==> config.mk <==
export PLATFORM = sky130hd
export DESIGN_NAME = memory_game_ctrl
export DESIGN_NICKNAME = d
export VERILOG_FILES = /design/src/rtl/memory_game_pkg.sv /design/src/rtl/memory_game_btn_debounce.sv /design/src/rtl/memory_game_ctrl.sv
export SDC_FILE = /design/constraint.sdc
export NUM_CORES = 1
export LEC_CHECK = 0
export BUFFER_PORTS_ARGS = -buffer_cell sky130_fd_sc_hd__buf_4
export CAP_MARGIN = 10
export CELL_PAD_IN_SITES_DETAIL_PLACEMENT = 1
export CELL_PAD_IN_SITES_GLOBAL_PLACEMENT = 1
export CORE_MARGIN = 8
export CORE_UTILIZATION = 47
export DETAILED_ROUTE_END_ITERATION = 10
export PLACE_DENSITY = 0.89
export SYNTH_ARGS = -nofsm -noshare
export SYNTH_HDL_FRONTEND = slang
export SYNTH_SLANG_ARGS = --single-unit
==> constraint.sdc <==
create_clock -name clk -period 2.67 [get_ports clk]
set_clock_uncertainty 0.1 [all_clocks]
set_input_delay 0.6675 -clock clk [delete_from_list [all_inputs] [get_ports clk]]
set_output_delay 0.6675 -clock clk [all_outputs]
set_load 0.005 [all_outputs]
==> src/rtl/memory_game_pkg.sv <==
// Shared definitions for the memory game controller: FSM encoding and
// default parameter values used by the top level and the bench.
package memory_game_pkg;

  localparam int DEPTH_DEF      = 10;
  localparam int DATA_W_DEF     = 4;
  localparam int MAX_MISSES_DEF = 3;
  localparam int LED_HOLD_DEF   = 4;
  localparam int DEB_CYCLES_DEF = 2;

  typedef enum logic [2:0] {
    ST_WAIT     = 3'd0,
    ST_CHECK    = 3'd1,
    ST_SHOW_OK  = 3'd2,
    ST_SHOW_BAD = 3'd3,
    ST_WIN      = 3'd4,
    ST_LOSE     = 3'd5
  } state_e;

endpackage

==> src/rtl/memory_game_btn_debounce.sv <==
// Button conditioning: two-flop synchronizer, counting debouncer and a
// one-cycle pulse on each 0->1 change of the debounced level.
module btn_debounce #(
  parameter int DEB_CYCLES = 2
) (
  input  logic clk,
  input  logic rst,
  input  logic btn_i,
  output logic press_o
);

  localparam logic [19:0] DEB_LAST = 20'(DEB_CYCLES - 1);

  logic        sync1_q, sync2_q;
  logic        level_q, level_d;
  logic [19:0] cnt_q, cnt_d;
  logic        press_q, press_d;

  // The level only flips after DEB_CYCLES consecutive disagreeing samples;
  // any agreeing sample restarts the count.
  always_comb begin
    level_d = level_q;
    cnt_d   = '0;
    if (sync2_q != level_q) begin
      if (cnt_q == DEB_LAST) begin
        level_d = ~level_q;
        cnt_d   = '0;
      end else begin
        cnt_d = cnt_q + 20'd1;
      end
    end
    press_d = level_d & ~level_q;
  end

  // Synchronizer, debounce state and registered press pulse.
  always_ff @(posedge clk or posedge rst) begin
    if (rst) begin
      sync1_q <= 1'b0;
      sync2_q <= 1'b0;
      level_q <= 1'b0;
      cnt_q   <= '0;
      press_q <= 1'b0;
    end else begin
      sync1_q <= btn_i;
      sync2_q <= sync1_q;
      level_q <= level_d;
      cnt_q   <= cnt_d;
      press_q <= press_d;
    end
  end

  assign press_o = press_q;

endmodule

==> src/rtl/memory_game_ctrl.sv <==
// Memory game sequencing controller: walks the pattern ROM, captures a guess
// on each debounced press, compares, shows the result on the LEDs and tracks
// score and misses until the game is won or lost.
module memory_game_ctrl
  import memory_game_pkg::*;
#(
  parameter int DEPTH      = DEPTH_DEF,
  parameter int DATA_W     = DATA_W_DEF,
  parameter int MAX_MISSES = MAX_MISSES_DEF,
  parameter int LED_HOLD   = LED_HOLD_DEF,
  parameter int DEB_CYCLES = DEB_CYCLES_DEF
) (
  input  logic              clk,
  input  logic              rst,
  input  logic [DATA_W-1:0] sw,
  input  logic              btn0,
  output logic [3:0]        rom_addr,
  input  logic [DATA_W-1:0] rom_data,
  output logic              led0,
  output logic              led1,
  output logic [3:0]        score,
  output logic              done,
  output logic              fail,
  output state_e            dbg_state
);

  // Score is a 4-bit output, so a 16-entry game saturates it at 15.
  localparam logic [3:0]  SCORE_MAX = (DEPTH > 15) ? 4'd15 : 4'(DEPTH);
  localparam logic [3:0]  MISS_MAX  = 4'(MAX_MISSES);
  localparam logic [3:0]  PTR_LAST  = 4'(DEPTH - 1);
  localparam logic [15:0] HOLD_LAST = 16'(LED_HOLD - 1);

  state_e              state_q, state_d;
  logic [3:0]          ptr_q, ptr_d;
  logic [3:0]          score_q, score_d;
  logic [3:0]          miss_q, miss_d;
  logic [15:0]         hold_q, hold_d;
  logic [DATA_W-1:0]   guess_q, guess_d;
  logic                press;
  logic                hold_last;
  logic                match;

  btn_debounce #(.DEB_CYCLES(DEB_CYCLES)) u_btn (
    .clk     (clk),
    .rst     (rst),
    .btn_i   (btn0),
    .press_o (press)
  );

  assign hold_last = (hold_q == HOLD_LAST);
  assign match     = (guess_q == rom_data);

  // State register.
  always_ff @(posedge clk or posedge rst) begin
    if (rst) state_q <= ST_WAIT;
    else     state_q <= state_d;
  end

  // Next-state logic; presses outside WAIT/WIN/LOSE are simply ignored.
  always_comb begin
    state_d = state_q;
    case (state_q)
      ST_WAIT:     if (press) state_d = ST_CHECK;
      ST_CHECK:    state_d = match ? ST_SHOW_OK : ST_SHOW_BAD;
      ST_SHOW_OK:  if (hold_last) state_d = (ptr_q == PTR_LAST) ? ST_WIN : ST_WAIT;
      ST_SHOW_BAD: if (hold_last) state_d = (miss_q == MISS_MAX) ? ST_LOSE : ST_WAIT;
      ST_WIN:      if (press) state_d = ST_WAIT;
      ST_LOSE:     if (press) state_d = ST_WAIT;
      default:     state_d = ST_WAIT;
    endcase
  end

  // Datapath next values: guess capture, counters, pointer and hold timer.
  always_comb begin
    ptr_d   = ptr_q;
    score_d = score_q;
    miss_d  = miss_q;
    hold_d  = hold_q;
    guess_d = guess_q;
    case (state_q)
      ST_WAIT: begin
        if (press) guess_d = sw;
      end
      ST_CHECK: begin
        hold_d = '0;
        if (match) begin
          if (score_q != SCORE_MAX) score_d = score_q + 4'd1;
        end else begin
          if (miss_q != MISS_MAX) miss_d = miss_q + 4'd1;
        end
      end
      ST_SHOW_OK: begin
        if (hold_last) begin
          hold_d = '0;
          // Advance only after the LED window so the ROM has a cycle to settle.
          if (ptr_q != PTR_LAST) ptr_d = ptr_q + 4'd1;
        end else begin
          hold_d = hold_q + 16'd1;
        end
      end
      ST_SHOW_BAD: begin
        hold_d = hold_last ? 16'd0 : hold_q + 16'd1;
      end
      ST_WIN, ST_LOSE: begin
        if (press) begin
          ptr_d   = '0;
          score_d = '0;
          miss_d  = '0;
        end
      end
      default: ;
    endcase
  end

  // Datapath registers.
  always_ff @(posedge clk or posedge rst) begin
    if (rst) begin
      ptr_q   <= '0;
      score_q <= '0;
      miss_q  <= '0;
      hold_q  <= '0;
      guess_q <= '0;
    end else begin
      ptr_q   <= ptr_d;
      score_q <= score_d;
      miss_q  <= miss_d;
      hold_q  <= hold_d;
      guess_q <= guess_d;
    end
  end

  // Outputs decoded from state; the two LED sets are disjoint by construction.
  always_comb begin
    led0      = (state_q == ST_SHOW_OK)  || (state_q == ST_WIN);
    led1      = (state_q == ST_SHOW_BAD) || (state_q == ST_LOSE);
    done      = (state_q == ST_WIN);
    fail      = (state_q == ST_LOSE);
    rom_addr  = ptr_q;
    score     = score_q;
    dbg_state = state_q;
  end

endmodule
==> results of run 1 <==
==> cell families after synthesis <==
family	share of synthesized area, %
adders and majority gates	3.09
AOI/OAI and AO/OA	13.7
xor gates and xnor gates	5.14
muxes	4.06
and+or+nand+nor	25.7
buffers and inverters	2.70
DFF	45.6
==> power by group <==
| part | switching [mW] | internal, mW | total (mW) |
|---|---|---|---|
| Clock | 0.358 | 0.477 | 0.834 |
| Sequential | 0.267 | 1.07 | 1.34 |
| Combinational | 0.678 | 0.571 | 1.25 |
| Total | 1.30 | 2.12 | 3.42 |
==> metrics by stage <==
step | utilization, % | cells | setup WS (ns) | hold slack, ns | area, um2
finish | 55.5 | 451 | 0.352 | 0.249 | 3730
global route | 55.5 | 451 | 0.265 | 0.264 | 3730
CTS | 55.5 | 451 | 0.357 | 0.262 | 3730
detailed placement | 52.6 | 436 | 0.423 | 0.250 | 3540
global placement | 52.6 | 436 | 0.574 | 0.236 | 3540
floorplan | - | 336 | 0.446 | 0.231 | 3240
==> registers in the layout, indices dropped and copies added, names as in the netlist, 3 cells and up <==
register     cells
u_btn.cnt_q     20
score            4
hold_q          16
rom_addr         4
guess_q          4
dbg_state        3
miss_q           4
==> critical path, stage by stage, from the launching register on <==
cell and delay [ns]:
dfrtp_1 0.59, nor2b_1 0.35, o21a_1 0.16, buf_4 0.11
==> per-layer routing <==
metal | routed length [um] | track usage, %
met3 | 255 | 3.03
met4 | 156 | 7.79
met1 | 3710 | 22.4
met2 | 4540 | 32.7
met5 | 0 | 0
==> cell usage after synthesis, types with 4 or more instances <==
master / instances
nand3_1: 19
nor4_1: 7
nor3b_1: 4
xnor2_1: 10
buf_2: 9
nor3_1: 4
nand2b_1: 7
inv_1: 6
o21ai_0: 14
a21oi_1: 18
dfrtp_1: 59
o31ai_1: 6
a31oi_1: 11
clkbuf_1: 4
nand4_1: 16
nor2_1: 30
and3_1: 5
mux2_2: 9
ha_1: 8
xor2_1: 9
nand2_1: 27
or4_1: 7
==> final cells by class <==
cell class	instances	area (um2)
fill	765	2990
multi-input combinational	257	1680
sequential	59	1480
timing repair buffer	34	255
clock buffer	13	159
tap	80	100
clock inverter	2	35.0
inverter	6	22.5
==> worst max path at each step <==
stage,from,end,slack [ns],cells past startpoint
5_1_grt,dbg_state[2]$_DFFE_PP0P_,led1,0.26,3
4_1_cts,dbg_state[2]$_DFFE_PP0P_,led1,0.36,3
6_report,dbg_state[2]$_DFFE_PP0P_,led1,0.35,3
3_5_place_dp,rom_data[1],score[0]$_DFFE_PP0P_,0.42,5
3_3_place_gp,rom_data[0],score[1]$_DFFE_PP0P_,0.57,5
2_1_floorplan,rst,dbg_state[0]$_DFFE_PP0P_,0.45,1
==> metrics.md, run 1 <==
| Metric | Value |
|---|---|
| Layout overhead on the synthesized area | `15.2%` |
| Top Ports | `26` |
| Overflow after GRT | `0` |
| Crit start category | `flip-flop` |
| Post-synth EDFFs | `0` |
| Post-synthesis cell area | `3240 um2` |
| H-tree depth | `3` |
| FF-to-FF End | `u_btn.cnt_q[18]$_DFF_PP0_` |
| Largest cells by area after synthesis | `dfrtp_1 (46%), nor2_1 (3.5%), mux2_2 (3.1%), nand2_1 (3.1%), ha_1 (3.1%)` |
| Post-synth cell types | `52` |
| WL final | `8660 um` |
| Register-to-Register Setup Slack | `0.48 ns` |
| Gpl congestion | `0.829` |
| Synthesized net count | `355` |
| Syn_area_per_cell | `9.64 um2` |
| Die ar. | `9800 um2` |
| Synth Register Bits | `59` |
| Leakage | `1.58 nW` |
| Status | `finished, final reports clean` |
| Worst-path clk slew | `0.07 ns` |
| Maxcap violations | `0` |
| Ys async rst share | `100%` |
| Vias | `2778` |
| WP data arrival | `1.55 ns` |
| TritonCTS Buffers | `9` |
| Critical path peak fanout | `15` |
| # hold bufs at CTS | `0` |
| Relative slew slack | `59.0%` |
| Fmax | `431 MHz` |
| Yosys Warn Count | `0` |
| DRC viols | `0` |
| Vias/cell | `6.16` |
| Pin count of the biggest net entering global routing | `25` |
| CTS resizes | `0` |
| Die Span Y | `99.0 um` |
| Nets@finish | `386` |
| WL/cell | `19.2 um` |
| Post-DP HPWL | `6070 um` |
| Hold Crit Class | `primary input to asynchronous set/reset pin` |
| Root buf cell | `clkbuf_8` |
| Port Buffers | `25` |
| CTS tree | `done` |
| Top-area cell type share of the netlist area | `45.6%` |
| Slew @ Worst Pin | `0.612 ns` |
| # setup viols final | `0` |
| Commonest non-fill, non-tap cells in the layout | `dfrtp_1 (59), buf_4 (34), nor2_1 (30)` |
| Ratio of final minimum period to clock period | `86.8%` |
| Initial antenna violation count | `0` |
| Core area | `6720 um2` |
| Sequential area share after synthesis | `45.6%` |
| Synth Flop Type | `dfrtp_1` |
| Post-CTS setup buffer count | `0` |
| Tmin final | `2.32 ns` |
| RSZ-0062 raised after global routing | `false` |
| Overall power | `3.42 mW` |
| Core Rows | `30` |
| Post-Synthesis Cells | `336` |
| Total power divided by cell area | `917 nW/um2` |
| GR Util All Layers | `18.8%` |
| Horiz. Die Dim | `99.0 um` |
| Drt pass-1 iters | `4` |
| Starting Density | `48.2%` |
| Kind of critical path | `flip-flop to output pin` |
| Setup crit end kind | `output pin` |
| Max VDD drop | `0.000490 V` |
| Final ANT Viol Nets | `0` |
| R2R cell count | `4` |
| First-pass GRT wire length | `14900 um` |
| Worst-skew pair later-pin latency | `0.34 ns` |
| Share of layout cells above drive strength 1 | `17.5%` |
| Slew Limit Fails | `0` |
| Req. time, crit path | `1.90 ns` |
| Clock sinks | `59` |
| RR Startpoint | `u_btn.cnt_q[7]$_DFF_PP0_` |
| Yosys top cell by area | `dfrtp_1` |
| Most common cell after layout, fill and taps aside | `dfrtp_1` |
| Setup TNS Final | `0 ns` |
| Antenna Cells | `0` |
| Hold Violations, Final | `0` |
| Drt initial violations | `57` |
| Vias in the first global route | `3028` |
| Clock buffer depth | `2` |
No activity file was read; power rests on OpenSTA's default activity.
==> inputs of run 2 (changes only) <==
CORE_ASPECT_RATIO = 0.5   (was unset)
==> run 2 against run 1 <==
  * Wire length grew 0.51%
  * Count of clock-buffer cells in the layout decreased by 3
  * Sequential share of layout area fell by 1.5 points
  * Die area rose by 1.6%
  * Worst setup slack improved by 0.054 ns
  * Hold slack barely moved
  * Global-route usage rose by 0.11 points
  * Highest routed layer unchanged
  * Flip-flop and latch count stayed put
  * Register-to-register slack gained 0.03 ns
  * Utilization is 2.6 points higher
  * Sequential power about the same
  * Critical path depth up 1
==> metrics.md, run 2 (synthesis results as in run 1) <==
| Metric | Value |
|---|---|
| Fmax | `442 MHz (+2.4%)` |
| Final non-filler cell area | `3880 um2 (+3.9%)` |
| Max reg flops | `20 (unchanged)` |
| TritonCTS Buffers | `9 (unchanged)` |
| Clock buffer depth | `2 (unchanged)` |
| Register-to-Register Setup Slack | `0.51 ns (+0.03 ns)` |
| Req. time, crit path | `1.90 ns (about the same)` |
| Hold Violations, Final | `0 (unchanged)` |
| Pin count of the biggest net entering global routing | `36 (+44%)` |
| Setup crit end kind | `output pin` |
| Share of layout cells above drive strength 1 | `17.8% (+0.27 points)` |
| Crit start category | `flip-flop` |
| Maxcap violations | `0 (unchanged)` |
| Critical path peak fanout | `14 (-1)` |
| Horiz. Die Dim | `133 um (+35%)` |
| RR Startpoint | `hold_q[0]$_DFFE_PP0P_` |
| Ratio of final minimum period to clock period | `84.8% (-2.0 points)` |
| Root buf cell | `clkbuf_16` |
| Vias | `2777 (-0.036%)` |
| Kind of critical path | `flip-flop to output pin` |
| First-pass GRT wire length | `14800 um (-0.33%)` |
| Starting Density | `48.5% (+0.33 points)` |
| WP data arrival | `1.50 ns (-0.05 ns)` |
| Post-CTS setup buffer count | `0 (unchanged)` |
| Fillers | `765 (unchanged)` |
| Antenna Cells | `0 (unchanged)` |
| Hold depth | `0` |
| Post-route insts no fill | `463 (+2.7%)` |
| Drt initial violations | `104 (+82%)` |
| Clock sinks | `59 (unchanged)` |
| Leakage | `1.63 nW (+3.5%)` |
| Cell Area, Placed | `3550 um2 (+0.35%)` |
| Most common cell after layout, fill and taps aside | `dfrtp_1` |
| Hold worst-path end | `u_btn.sync2_q$_DFF_PP0_` |
| CTS tree | `done` |
| Biggest regs | `u_btn.cnt_q: 20 flops, hold_q: 16 flops` |
| Slowest stage cell, crit path | `dfrtp_1` |
| Setup TNS Final | `0 ns (unchanged)` |
| FF+latch area | `1480 um2 (unchanged)` |
| Status | `finished, final reports clean` |
| Vias in the first global route | `3002 (-0.86%)` |
| Inst Count DP | `447 (+2.5%)` |
| Relative slew slack | `55.8% (-3.3 points)` |
| FF-to-FF End | `rom_addr[3]$_DFFE_PP0P_` |
| Layout overhead on the synthesized area | `19.7%` |
| Worst-path clk slew | `0.05 ns (-0.02 ns)` |
| Total power divided by cell area | `996 nW/um2 (+8.6%)` |
| Final ANT Viol Nets | `0 (unchanged)` |
| Die ar. | `9960 um2 (+1.6%)` |
| Critical-path cell list | `nor2b_1 -> nand2b_1 -> nand2b_1 -> buf_4` |
| WHS | `0.249 ns (+0.000240 ns)` |
| Commonest non-fill, non-tap cells in the layout | `dfrtp_1 (59), buf_4 (32), nor2_1 (30)` |
| Die Span Y | `74.7 um (-25%)` |
| Vias/cell | `6.00 (-2.6%)` |
| Max VDD drop | `0.000432 V (-12%)` |
| R2R cell count | `5 (+1)` |
| Crit path largest cell delay | `0.59 ns (about the same)` |
| Post-DP HPWL | `6110 um (+0.64%)` |
| Worst-skew pair later-pin latency | `0.33 ns (about the same)` |
| Multi-input logic area | `1670 um2 (-0.45%)` |
| Core area | `6670 um2 (-0.67%)` |
| Initial antenna violation count | `0 (unchanged)` |
| Drt pass-1 iters | `4 (unchanged)` |
| Port Buffers | `25 (unchanged)` |
| DRC viols | `0 (unchanged)` |
| Overflow after GRT | `0 (unchanged)` |
| GR Util All Layers | `18.9% (+0.11 points)` |
| WL final | `8700 um (+0.51%)` |
| Hold Crit Class | `flip-flop to flip-flop` |
| DP Worst Slack | `0.479 ns (+0.0561 ns)` |
| Top Ports | `26 (unchanged)` |
| Slew @ Worst Pin | `0.661 ns (+0.0489 ns)` |
| Largest reg by FF count | `u_btn.cnt_q` |
| Cell mode on critical path | `nand2b_1` |
| WL/cell | `18.8 um (-2.1%)` |
| # hold bufs at CTS | `0 (unchanged)` |
| Min setup slack post-route | `0.405 ns (+0.0536 ns)` |
| Min-delay src | `u_btn.sync1_q$_DFF_PP0_` |
| Core Rows | `21 (-30%)` |
| Slew Limit Fails | `0 (unchanged)` |
| RSZ-0062 raised after global routing | `false` |
| Nets@finish | `385 (-0.26%)` |
| CTS resizes | `0 (unchanged)` |
| # setup viols final | `0 (unchanged)` |
| Tmin final | `2.26 ns (-0.0536 ns)` |
| Gpl congestion | `0.847 (+2.2%)` |
| H-tree depth | `3 (unchanged)` |
run 2: area by class of cell:
| type | count | share of cell area, % |
|---|---|---|
| multi-input cells | 257 | 43.2 |
| flip-flops and latches | 59 | 38.1 |
| repair buffers | 33 | 6.71 |
| clock buffers | 10 | 6.17 |
| well taps | 92 | 2.97 |
| clock inverters | 6 | 2.29 |
| inverters | 6 | 0.581 |
run 2: worst max path at each step:
stage	endpoint	start	slack (ns)
floorplan	dbg_state[0]$_DFFE_PP0P_	rst	0.45
detailed placement	score[0]$_DFFE_PP0P_	rom_data[0]	0.48
global route	led0	dbg_state[1]$_DFFE_PP0P_	0.27
CTS	led0	dbg_state[1]$_DFFE_PP0P_	0.39
global placement	score[1]$_DFFE_PP0P_	rom_data[0]	0.57
finish	led0	dbg_state[1]$_DFFE_PP0P_	0.41
run 2: routing by layer:
| metal | track usage, % | wire, um |
|---|---|---|
| met5 | 0 | 0 |
| met2 | 36.7 | 4660 |
| met1 | 19.4 | 3600 |
| met3 | 4.66 | 237 |
| met4 | 8.63 | 202 |
run 2: through the flow:
stage,util (%),power (mW)
after floorplan,-,2.12
after global placement,53.2,2.48
after detailed placement,53.2,2.60
after CTS,58.1,3.90
after global routing,58.1,4.10
final,58.1,3.86
run 2: critical path, delay by kind of cell (launching register included):
| kind | cells | cell delay, ns |
|---|---|---|
| flip-flops | 1 | 0.59 |
| buffers and inverters | 1 | 0.10 |
| AND/OR/NAND/NOR | 3 | 0.47 |
run 2: power by group:
part	leakage (nW)	internal, mW	switching [mW]
Clock	0.155	0.841	0.415
Combinational	0.690	0.579	0.679
Sequential	0.786	1.07	0.276
Total	1.63	2.49	1.37
==> inputs of run 3 (changes only) <==
CORE_UTILIZATION = 42   (was 47)
PLACE_DENSITY = 0.85   (was 0.89)
clock period = 2.06 ns   (was 2.67 ns; I/O delays follow)
==> run 3 against run 2 <==
  * Non-clock buffer count rose by 22
  * Clock power increased by 10%
  * Global-route usage is 0.60 points lower
  * Wire length rose by 18%
  * Worst setup slack worse by 0.36 ns
  * Flip-flop and latch count did not move
  * Hold slack got worse by 0.090 ns
  * Power increased by 34%
  * Critical path type unchanged
  * Largest cell class unchanged
  * Highest routed layer unchanged
==> metrics.md, run 3 (synthesis results as in run 1) <==
| Metric | Value |
|---|---|
| Maxcap violations | `0 (unchanged)` |
| Gpl congestion | `0.854 (+0.79%)` |
| Cell Area, Placed | `3700 um2 (+4.3%)` |
| First-pass GRT wire length | `16200 um (+8.9%)` |
| Grt met3 use | `6.10% (+1.4 points)` |
| Clock buffer depth | `2 (unchanged)` |
| Vias | `3050 (+9.8%)` |
| H-tree depth | `3 (unchanged)` |
| Grt met1 use | `21.1% (+1.7 points)` |
| Hold Crit Class | `primary input to asynchronous set/reset pin` |
| Fillers | `816 (+6.7%)` |
| Tmin final | `2.01 ns` |
| Final non-filler cell area | `4070 um2 (+5.0%)` |
| DP Worst Slack | `-0.0297 ns (-0.509 ns)` |
| Post-DP HPWL | `6390 um (+4.5%)` |
| Root buf cell | `clkbuf_16` |
| Horiz. Die Dim | `140 um (+5.1%)` |
| Die Span Y | `78.1 um (+4.6%)` |
| Layout overhead on the synthesized area | `25.7%` |
| Final ANT Viol Nets | `0 (unchanged)` |
| Largest reg by FF count | `u_btn.cnt_q` |
| Kind of critical path | `flip-flop to output pin` |
| Req. time, crit path | `1.44 ns (-0.46 ns)` |
| Max VDD drop | `0.000546 V (+26%)` |
| Overflow after GRT | `0 (unchanged)` |
| Biggest regs | `u_btn.cnt_q: 20 flops, hold_q: 16 flops` |
| Top Ports | `26 (unchanged)` |
| Most common cell after layout, fill and taps aside | `dfrtp_1` |
| Slew @ Worst Pin | `0.699 ns (+0.0382 ns)` |
| Status | `finished, final reports clean` |
| DRC viols | `0 (unchanged)` |
| WL final | `10200 um (+18%)` |
| Initial antenna violation count | `0 (unchanged)` |
| Finished Core Util | `55.0% (-3.1 points)` |
| Core Rows | `22 (+4.8%)` |
| Port Buffers | `25 (unchanged)` |
| Ratio of final minimum period to clock period | `97.8%` |
| Crit start category | `flip-flop` |
| Critical path peak fanout | `8 (-6)` |
| Drt initial violations | `317 (+200%)` |
| Leakage | `1.74 nW (+6.5%)` |
| Die ar. | `10900 um2 (+9.9%)` |
| Fmax | `496 MHz` |
| Total power divided by cell area | `1270 nW/um2 (+27%)` |
| Inst Count DP | `470 (+5.1%)` |
| # setup viols final | `0 (unchanged)` |
| Antenna Cells | `0 (unchanged)` |
| Relative slew slack | `53.3% (-2.5 points)` |
| Setup crit end kind | `output pin` |
| CTS tree | `done` |
| Vias/cell | `6.24 (+4.0%)` |
| Slew Limit Fails | `0 (unchanged)` |
| Min setup slack post-route | `0.0452 ns (-0.360 ns)` |
| Starting Density | `43.7% (-4.8 points)` |
| Nets@finish | `407 (+5.7%)` |
| Vias in the first global route | `3179 (+5.9%)` |
| Peak-usage layer in the global routing report | `met2` |
| Hold Violations, Final | `0 (unchanged)` |
| WL/cell | `20.9 um (+11%)` |
| Post-route insts no fill | `489 (+5.6%)` |
| Worst-path clk slew | `0.05 ns (about the same)` |
| Pin count of the biggest net entering global routing | `60 (+67%)` |
| WP data arrival | `1.40 ns (-0.10 ns)` |
| Share of layout cells above drive strength 1 | `23.7% (+5.9 points)` |
| M2 GR Usage | `31.5% (-5.2 points)` |
| WHS | `0.159 ns (-0.0904 ns)` |
| Max reg flops | `20 (unchanged)` |
| Worst-skew pair later-pin latency | `0.33 ns (about the same)` |
| Commonest non-fill, non-tap cells in the layout | `dfrtp_1 (58), buf_4 (51), nor2_1 (29)` |
| GR Util All Layers | `18.3% (-0.60 points)` |
| Drt pass-1 iters | `4 (unchanged)` |
| Clock sinks | `59 (unchanged)` |
| Core area | `7400 um2 (+11%)` |
| # hold bufs at CTS | `0 (unchanged)` |
| TritonCTS Buffers | `9 (unchanged)` |
-- run 3: cell types whose count changed in the layout (fill, tap and decap cells not counted), moves of 2 or more --
cell       before  now
nor2b_1         3    1
buf_6           0    2
nor2b_4         0    2
bufinv_16       2    0
clkbuf_1        0    3
buf_4          32   51
-- run 3: area by class of cell --
class | instances | area [um2] | area share (%)
clock inverter | 2 | 10.0 | 0.246
multi-input combinational | 257 | 1740 | 42.8
tap | 96 | 120 | 2.95
timing repair buffer | 55 | 430 | 10.6
sequential | 59 | 1480 | 36.3
clock buffer | 14 | 264 | 6.49
inverter | 6 | 26.3 | 0.646
-- run 3: worst max-delay path, stage by stage, from the launching register on --
cell and delay, ns:
dfrtp_1 0.39, buf_4 0.18, nor2_4 0.12, and2_4 0.15, nand2b_1 0.11, buf_4 0.11
-- run 3: path summary, 6_finish.rpt --
| kind | from | end | slack (ns) | depth (start not counted) |
|---|---|---|---|---|
| worst min register to register | u_btn.sync1_q$_DFF_PP0_ | u_btn.sync2_q$_DFF_PP0_ | 0.26 | 0 |
| max in group asynchronous | rst | u_btn.cnt_q[0]$_DFF_PP0_ | 1.42 | 3 |
| worst max-delay path | dbg_state[0]$_DFFE_PP0P_ | led0 | 0.05 | 5 |
| worst max register to register | hold_q[1]$_DFFE_PP0P_ | hold_q[7]$_DFFE_PP0P_ | 0.06 | 6 |
| min in group clk | btn0 | u_btn.sync1_q$_DFF_PP0_ | 0.19 | 1 |
| worst min-delay path | rst | hold_q[4]$_DFFE_PP0P_ | 0.16 | 3 |
-- run 3: report_power, final --
part	internal (mW)	total, mW	switching, mW
clock	0.875	1.39	0.516
combinational	0.951	2.08	1.13
sequential	1.39	1.69	0.297
total	3.22	5.16	1.94
-- run 3: stage by stage --
step | TNS (ns) | total power [mW]
6_report | 0 | 5.16
5_1_grt | -0.00778 | 5.44
4_1_cts | -0.0362 | 4.99
3_5_place_dp | -0.0522 | 3.51
3_3_place_gp | 0 | 3.35
2_1_floorplan | 0 | 2.75
-- run 3: timing repair --
action                     in CTS  in global routing
pin swaps                       0                  0
buffers inserted                0                  2
gates resized for setup         2                 16
cloned                          0                  1
setup endpoints to repair       2                 17
-- run 3: layer usage --
metal	share of wire, %	routed length, um
met4	2.7	273
met2	51	5180
met5	0	0
met3	4.4	452
met1	42	4340
